==> config.mk <==
export PLATFORM = sky130hd
export DESIGN_NAME = bcd_countdown_99
export DESIGN_NICKNAME = d
export VERILOG_FILES = /design/src/rtl/bcd_countdown_99_pkg.sv /design/src/rtl/bcd_digit_down.sv /design/src/rtl/bcd_countdown_99.sv
export SDC_FILE = /design/constraint.sdc
export NUM_CORES = 1
export LEC_CHECK = 0
export ABC_AREA = 0
export BUFFER_PORTS_ARGS = -buffer_cell sky130_fd_sc_hd__buf_2
export CAP_MARGIN = 20
export CORE_UTILIZATION = 30
export CTS_BUF_LIST = sky130_fd_sc_hd__clkbuf_16
export CTS_CLUSTER_DIAMETER = 40
export DETAILED_ROUTE_END_ITERATION = 10
export HOLD_SLACK_MARGIN = 0.03
export REMOVE_ABC_BUFFERS = 1
export SYNTH_ARGS = -nofsm -noshare
export SYNTH_HDL_FRONTEND = slang
export SYNTH_SLANG_ARGS = --single-unit
==> constraint.sdc <==
create_clock -name clk -period 2.65 [get_ports clk]
set_input_delay 0.795 -clock clk [delete_from_list [all_inputs] [get_ports clk]]
set_output_delay 0.795 -clock clk [all_outputs]
set_load 0.01 [all_outputs]
==> src/rtl/bcd_countdown_99_pkg.sv <==
// bcd_countdown_99_pkg: shared state encoding, BCD digit limits and the digit clamp helper
package bcd_countdown_99_pkg;
  typedef enum logic [1:0] {IDLE = 2'd0, RUN = 2'd1, PAUSED = 2'd2} state_t;
  localparam logic [3:0] BCD_MAX = 4'd9;
  localparam logic [3:0] BCD_ZERO = 4'd0;
  function automatic logic [3:0] clamp_digit(input logic [3:0] d);
    return d > BCD_MAX ? BCD_MAX : d;
  endfunction
endpackage

==> src/rtl/bcd_digit_down.sv <==
// bcd_digit_down: one BCD decade down-counter with clamped load, dec_en and borrow_out (dec_en while at 0)
module bcd_digit_down
  import bcd_countdown_99_pkg::*;
(
  input  logic       clk,
  input  logic       rst,
  input  logic       load,
  input  logic [3:0] load_val,
  input  logic       dec_en,
  output logic [3:0] digit,
  output logic       borrow_out
);
  assign borrow_out = dec_en && digit == BCD_ZERO;
  always_ff @(posedge clk or negedge rst)
    if (!rst) digit <= BCD_ZERO;
    else if (load) digit <= clamp_digit(load_val);
    else if (dec_en) digit <= digit == BCD_ZERO ? BCD_MAX : digit - 4'd1;
endmodule

==> src/rtl/bcd_countdown_99.sv <==
// bcd_countdown_99: two-digit BCD countdown timer (load/start/pause in, count/running/done out, async active-low rst)
module bcd_countdown_99
  import bcd_countdown_99_pkg::*;
#(
  parameter int TICK_DIV = 10,
  parameter int PRESC_W = 16
) (
  input  logic       clk,
  input  logic       rst,
  input  logic       load,
  input  logic [3:0] load_low,
  input  logic [3:0] load_high,
  input  logic       start,
  input  logic       pause,
  output logic [3:0] count_low,
  output logic [3:0] count_high,
  output logic       running,
  output logic       done
);
  state_t state, state_n;
  logic [PRESC_W-1:0] presc, presc_n;
  logic wrap, tick, last, nonzero, borrow_low, borrow_high, done_n;
  assign wrap = presc == PRESC_W'(TICK_DIV - 1);
  assign tick = state == RUN && wrap && !load && !pause;
  assign last = count_high == BCD_ZERO && count_low == 4'd1;
  assign nonzero = count_low != BCD_ZERO || count_high != BCD_ZERO;
  bcd_digit_down u_low (
    .clk(clk), .rst(rst), .load(load), .load_val(load_low),
    .dec_en(tick), .digit(count_low), .borrow_out(borrow_low)
  );
  bcd_digit_down u_high (
    .clk(clk), .rst(rst), .load(load), .load_val(load_high),
    .dec_en(borrow_low), .digit(count_high), .borrow_out(borrow_high)
  );
  always_comb begin
    state_n = state;
    presc_n = presc;
    done_n = 1'b0;
    if (load) begin
      state_n = IDLE;
      presc_n = '0;
    end else if (pause) begin
      if (state == RUN) state_n = PAUSED;
    end else if (state == RUN) begin
      presc_n = wrap ? '0 : presc + 1'b1;
      if (tick && (last || borrow_high)) begin
        state_n = IDLE;
        done_n = 1'b1;
      end
    end else if (start && state == PAUSED) begin
      state_n = RUN;
    end else if (start && state == IDLE && nonzero) begin
      state_n = RUN;
      presc_n = '0;
    end
  end
  always_ff @(posedge clk or negedge rst)
    if (!rst) begin
      state <= IDLE;
      presc <= '0;
      running <= 1'b0;
      done <= 1'b0;
    end else begin
      state <= state_n;
      presc <= presc_n;
      running <= state_n == RUN;
      done <= done_n;
    end
endmodule
==> results of run 1 <==
layer usage:
metal | part of all wire | vias up
li1 | - | 739
met1 | 0.51 | 725
met2 | 0.47 | 18
met3 | 0.011 | 2
met4 | 0.011 | 0
met5 | 0 | -
path summary, 6_finish.rpt:
path	start	end	slack (ns)	depth (start not counted)
min reg2reg	presc[7]	presc[7]	0.53	1
max	presc[11]	state[0]	0.27	5
min	presc[7]	presc[7]	0.53	1
max reg2reg	presc[11]	state[0]	0.27	5
max in group asynchronous	rst	presc[0]	1.69	1
min in group asynchronous	rst	u_low.digit[1]	0.54	1
cells in the final DEF (no fill, tap or decap), types with 2 or more instances in the layout:
| master | netlist | layout |
|---|---|---|
| dfrtp_1 | 28 | 28 |
| buf_2 | 0 | 22 |
| nand2_1 | 17 | 17 |
| nand3_1 | 16 | 16 |
| o21ai_0 | 15 | 15 |
| nor2_1 | 13 | 13 |
| nor3_1 | 10 | 10 |
| or3_1 | 7 | 7 |
| inv_1 | 6 | 6 |
| a21oi_1 | 6 | 6 |
| mux2i_1 | 6 | 6 |
| nand2b_1 | 5 | 5 |
| o21ai_1 | 5 | 5 |
| buf_4 | 0 | 4 |
| a21o_1 | 3 | 3 |
| nor4_2 | 3 | 3 |
| xnor2_1 | 3 | 3 |
| o21a_1 | 3 | 3 |
| clkbuf_16 | 0 | 3 |
| nor2b_1 | 2 | 2 |
| nor4_1 | 2 | 2 |
| nand4b_1 | 2 | 2 |
| or4_4 | 2 | 2 |
| or4_1 | 2 | 2 |
| a31oi_1 | 2 | 2 |
| o31ai_1 | 2 | 2 |
| nand4_1 | 2 | 2 |
| o311ai_0 | 2 | 2 |
| o211ai_1 | 2 | 2 |
| nor3_2 | 2 | 2 |
| ha_1 | 2 | 2 |
stage by stage:
step	area, sq um	util
CTS	1960	0.376
floorplan	1630	-
global placement	1850	0.356
finish	1960	0.376
global route	1960	0.376
detailed placement	1850	0.356
registers in the layout (all words and copies together) (netlist names):
signal	count
done	1
state	2
u_low.digit	4
running	1
u_high.digit	4
presc	16
synth_stat cells:
cell	instances
inv_1	6
nor2_1	13
or4_4	2
or4_1	2
mux2i_1	6
nand2b_1	5
a21boi_0	1
nor3_1	10
nand3_1	16
o21ai_0	15
o311ai_0	2
nand3b_1	1
nor3_2	2
o41ai_1	1
nor4_2	3
clkbuf_1	3
nand4b_1	2
nor3b_1	1
nor2b_1	2
nor2_2	1
nor4_4	1
nand4_1	2
a21o_1	3
o21ai_1	5
and4_1	1
or2_2	1
nor4_1	2
a31o_1	1
o211ai_1	2
dfrtp_1	28
ha_1	2
or3_1	7
a21oi_1	6
buf_6	1
nand2_1	17
xnor2_1	3
o21a_1	3
a31oi_1	2
o22ai_1	1
o31ai_1	2
kinds of logic after synthesis:
family | count (synthesis) | share of synthesized area
and+or+nand+nor | 91 | 0.319
DFF | 28 | 0.425
AOI/OAI and AO/OA | 44 | 0.162
buffers and inverters | 10 | 0.0273
muxes | 6 | 0.0364
adders and majority gates | 2 | 0.0152
xor gates and xnor gates | 3 | 0.0159
power by group:
part / internal, mW / total, mW / leakage, nW / switching, mW
logic: 0.0461 / 0.111 / 0.380 / 0.0649
clock network: 0.301 / 0.451 / 0.0511 / 0.150
registers: 0.440 / 0.461 / 0.376 / 0.0201
layout make-up:
type,count,area share
tap,70,0.0447
sequential,28,0.358
inverter,6,0.0115
clock inverter,1,0.0153
multi-input combinational,146,0.461
timing repair buffer,26,0.0715
clock buffer,3,0.0383
==> out/results.ini, run 1 <==
[pwr]
ir_drop_v=0.000217
power_density_mw_per_mm2=522
power_mw=1.02
p_leak_nw=0.808

[detailed_routing]
ant_nets=0
drc=0
vias=1484
drt_pre_antenna_iters=4
drt-total-wl_microns=3780
drt_iter0_drc=53
detail_route.wl_per_cell_microns=13.5
avgViaCountPerCell=5.30

[sta]
tightest_slew_ns=0.628
period_share=0.897
setup_violations=0
relSlewSlack=0.582
slew_viol_final=0
timing.setup.tns_ns=0
timing.fmax_mhz=421
min_period_ns=2.38
clock_skew_ns=0.00785
hold_slack_ns=0.533
finalHoldViolCount=0
rsz0062_at_grt=false
fin_ws_ns=0.273

[yosys]
yosysUniqueCellTypes=40
ys_top_cells_by_area=dfrtp_1, nand3_1, o21ai_0
yosysSeqAreaShare=0.425
yosysTopAreaCell=dfrtp_1
yosysTopAreaCellShare=0.425
ys_ff_latch=28
yosysWarnings=0
avgSynthCellArea_sq_um=8.96
syn_inst=184
synth.cell_area_sq_mm=0.00165

[worst_setup_path]
path_buf_inv=0
end_kind=flop
path_common_cell=or4_4
cp_max_fo=10
critPathRequiredTime_ns=2.81
path_class=reg -> reg
critPathMaxStageDelay_ns=0.65
crit_path_start_kind=flop
crit_path_cell_trace=or4_4 -> or4_4 -> nor4_4 -> nor4_1 -> a31o_1
crit_family=simple AND/OR/NAND/NOR gates
critPathSlowestCell=or4_4
crit_arrival_ns=2.54

[placed_design]
dpl_worst_slack_ns=0.316
gp_congestion=0.819
place_hpwl_microns=2660
io_buffers=22
post-place-cells=276

[final_layout]
nets=226
finalNonFillerCells=280
syn2layout_area_growth_pct=18.8
final_layout_size_suffix_gt1_frac=0.190
layout.area.seq_sq_um=701
multiInputGateArea_sq_um=903
fillerInstances=552
antennaDiodeCount=0

[clock_tree]
cts_hold_buf=0
ctsResizeCount=0
cts_buffers=3
cts_root_buffer=clkbuf_16
cts_tree=built
clk_latency_ns=0.27
htreeDepth=1
cts_max_path_buffers=2
path_clk_slew_ns=0.07
cts_sinks=28
post-cts-setup-buffer-count=0

[global_route]
first_global_vias=1385
grt_busiest_layer=met2
use_met3=0.00359
grt_first_pass_wirelength_microns=6670
grt_max_degree=29
overflow=0
track_usage=0.138
use_met2=0.216
antenna_found_initial=0
use_met1=0.201

[floorplan]
boundaryPins=23
core_sq_mm=0.00520
die-area_sq_mm=0.00580
rows=26
die_x_microns=76.1
die_y_microns=76.1
initial_core_util=0.317

[run]
max_cap_viol_count=0

[min_path]
hp-class=reg -> reg

[status]
outcome=finished clean

(Power assumes the default switching activity.)
==> run 2: changes to the inputs <==
CORE_UTILIZATION = 55   (was 30)
PLACE_DENSITY = 0.77   (was not set)
==> run 2 against run 1 <==
- first-iteration DRC count rose by 25%
- largest power group unchanged
- critical path type unchanged
- highest routed layer unchanged
- register-to-register slack barely moved
- critical endpoint is now presc[3]
- final area fell by 4.6%
- largest cell class unchanged
- sequential power is essentially flat
==> out/results.ini, run 2 (synthesis results as in run 1) <==
[status]
outcome=finished clean

[sta]
hold_slack_ns=0.540
setup_violations=0
timing.setup.tns_ns=0
finalHoldViolCount=0
rsz0062_at_grt=false
min_period_ns=2.39
period_share=0.900
clock_skew_ns=0.00149
fin_ws_ns=0.264
timing.fmax_mhz=419
slew_viol_final=0
relSlewSlack=0.588
tightest_slew_ns=0.618

[clock_tree]
cts_root_buffer=clkbuf_16
path_clk_slew_ns=0.07
cts_hold_buf=0
cts_buffers=3
ctsResizeCount=0
cts_sinks=28
htreeDepth=1
cts_max_path_buffers=2
clk_latency_ns=0.26
post-cts-setup-buffer-count=0
cts_tree=built

[global_route]
grt_max_degree=29
antenna_found_initial=0
overflow=0
track_usage=0.251
first_global_vias=1454
grt_first_pass_wirelength_microns=6270

[pwr]
p_leak_nw=0.785
power_uw=912
power_density_mw_per_mm2=488
ir_drop_v=0.000268

[worst_setup_path]
critPathMaxStageDelay_ns=0.65
end_kind=flop
crit_path_start_kind=flop
r2r_slack_ns=0.26
critPathRequiredTime_ns=2.81
cp_max_fo=10
crit_path_cell_trace=or4_1 -> or4_4 -> nand3_1 -> nor3_1 -> a21o_1
crit_arrival_ns=2.54
critPathSlowestCell=or4_4
path_class=reg -> reg

[min_path]
hp-class=in -> async

[placed_design]
gp_congestion=0.873
io_buffers=22
place_hpwl_microns=2740
dpl_worst_slack_ns=0.304
post-place-cells=235
dpl_cell_area_sq_mm=0.00179

[floorplan]
core_sq_mm=0.00281
boundaryPins=23
die_x_microns=56.8
die_y_microns=56.8
initial_core_util=0.588
die-area_sq_mm=0.00322
rows=19

[detailed_routing]
vias=1533
avgViaCountPerCell=6.41
ant_nets=0
drt-total-wl_microns=3720
detail_route.wl_per_cell_microns=15.6
drt_pre_antenna_iters=4
drt_iter0_drc=66
drc=0

[final_layout]
largest_register_ffs=16
antennaDiodeCount=0
nets=224
final_common_cell=dfrtp_1
final_area_sq_mm=0.00187
finalNonFillerCells=239
top_register=presc
syn2layout_area_growth_pct=13.4
reg_top3=presc: 16 flops, u_high.digit: 4 flops, u_low.digit: 4 flops
final_core_util=0.666
layout_common_cells=dfrtp_1, buf_2, nand2_1, nand3_1, o21ai_0
final_layout_size_suffix_gt1_frac=0.178

[run]
max_cap_viol_count=0

-- run 2: final timing paths --
path                            from  endpoint  cells past startpoint
max                        presc[12]  presc[3]                      5
max in group asynchronous        rst  presc[1]                      1
min reg2reg                 presc[6]  presc[6]                      1
min in group clk            presc[6]  presc[6]                      1
max reg2reg                presc[12]  presc[3]                      5
min                              rst  presc[3]                      1
-- run 2: per-layer routing --
layer | global-route usage | part of all wire | up-vias
met5 | 0 | 0 | -
met4 | 0.115 | 0.025 | 0
met3 | 0.0276 | 0.051 | 11
met2 | 0.430 | 0.47 | 58
met1 | 0.318 | 0.45 | 731
li1 | - | - | 733
-- run 2: worst max-delay path: cells and delay by family, from the launching register on --
kind,cells,cell delay (ns)
flip-flops,1,0.43
AO/OA/AOI/OAI,1,0.17
AND/OR/NAND/NOR,4,1.67
-- run 2: power breakdown --
| group | switching [mW] | internal, mW |
|---|---|---|
| logic | 0.0641 | 0.0433 |
| registers | 0.0190 | 0.441 |
| clock network | 0.142 | 0.202 |
-- run 2: cell type report --
class	instances	area (sq um)
clock buffer	3	75.1
clock inverter	1	3.75
fill	220	936
inverter	6	22.5
multi-input combinational	146	903
sequential	28	701
tap	31	38.8
timing repair buffer	24	125
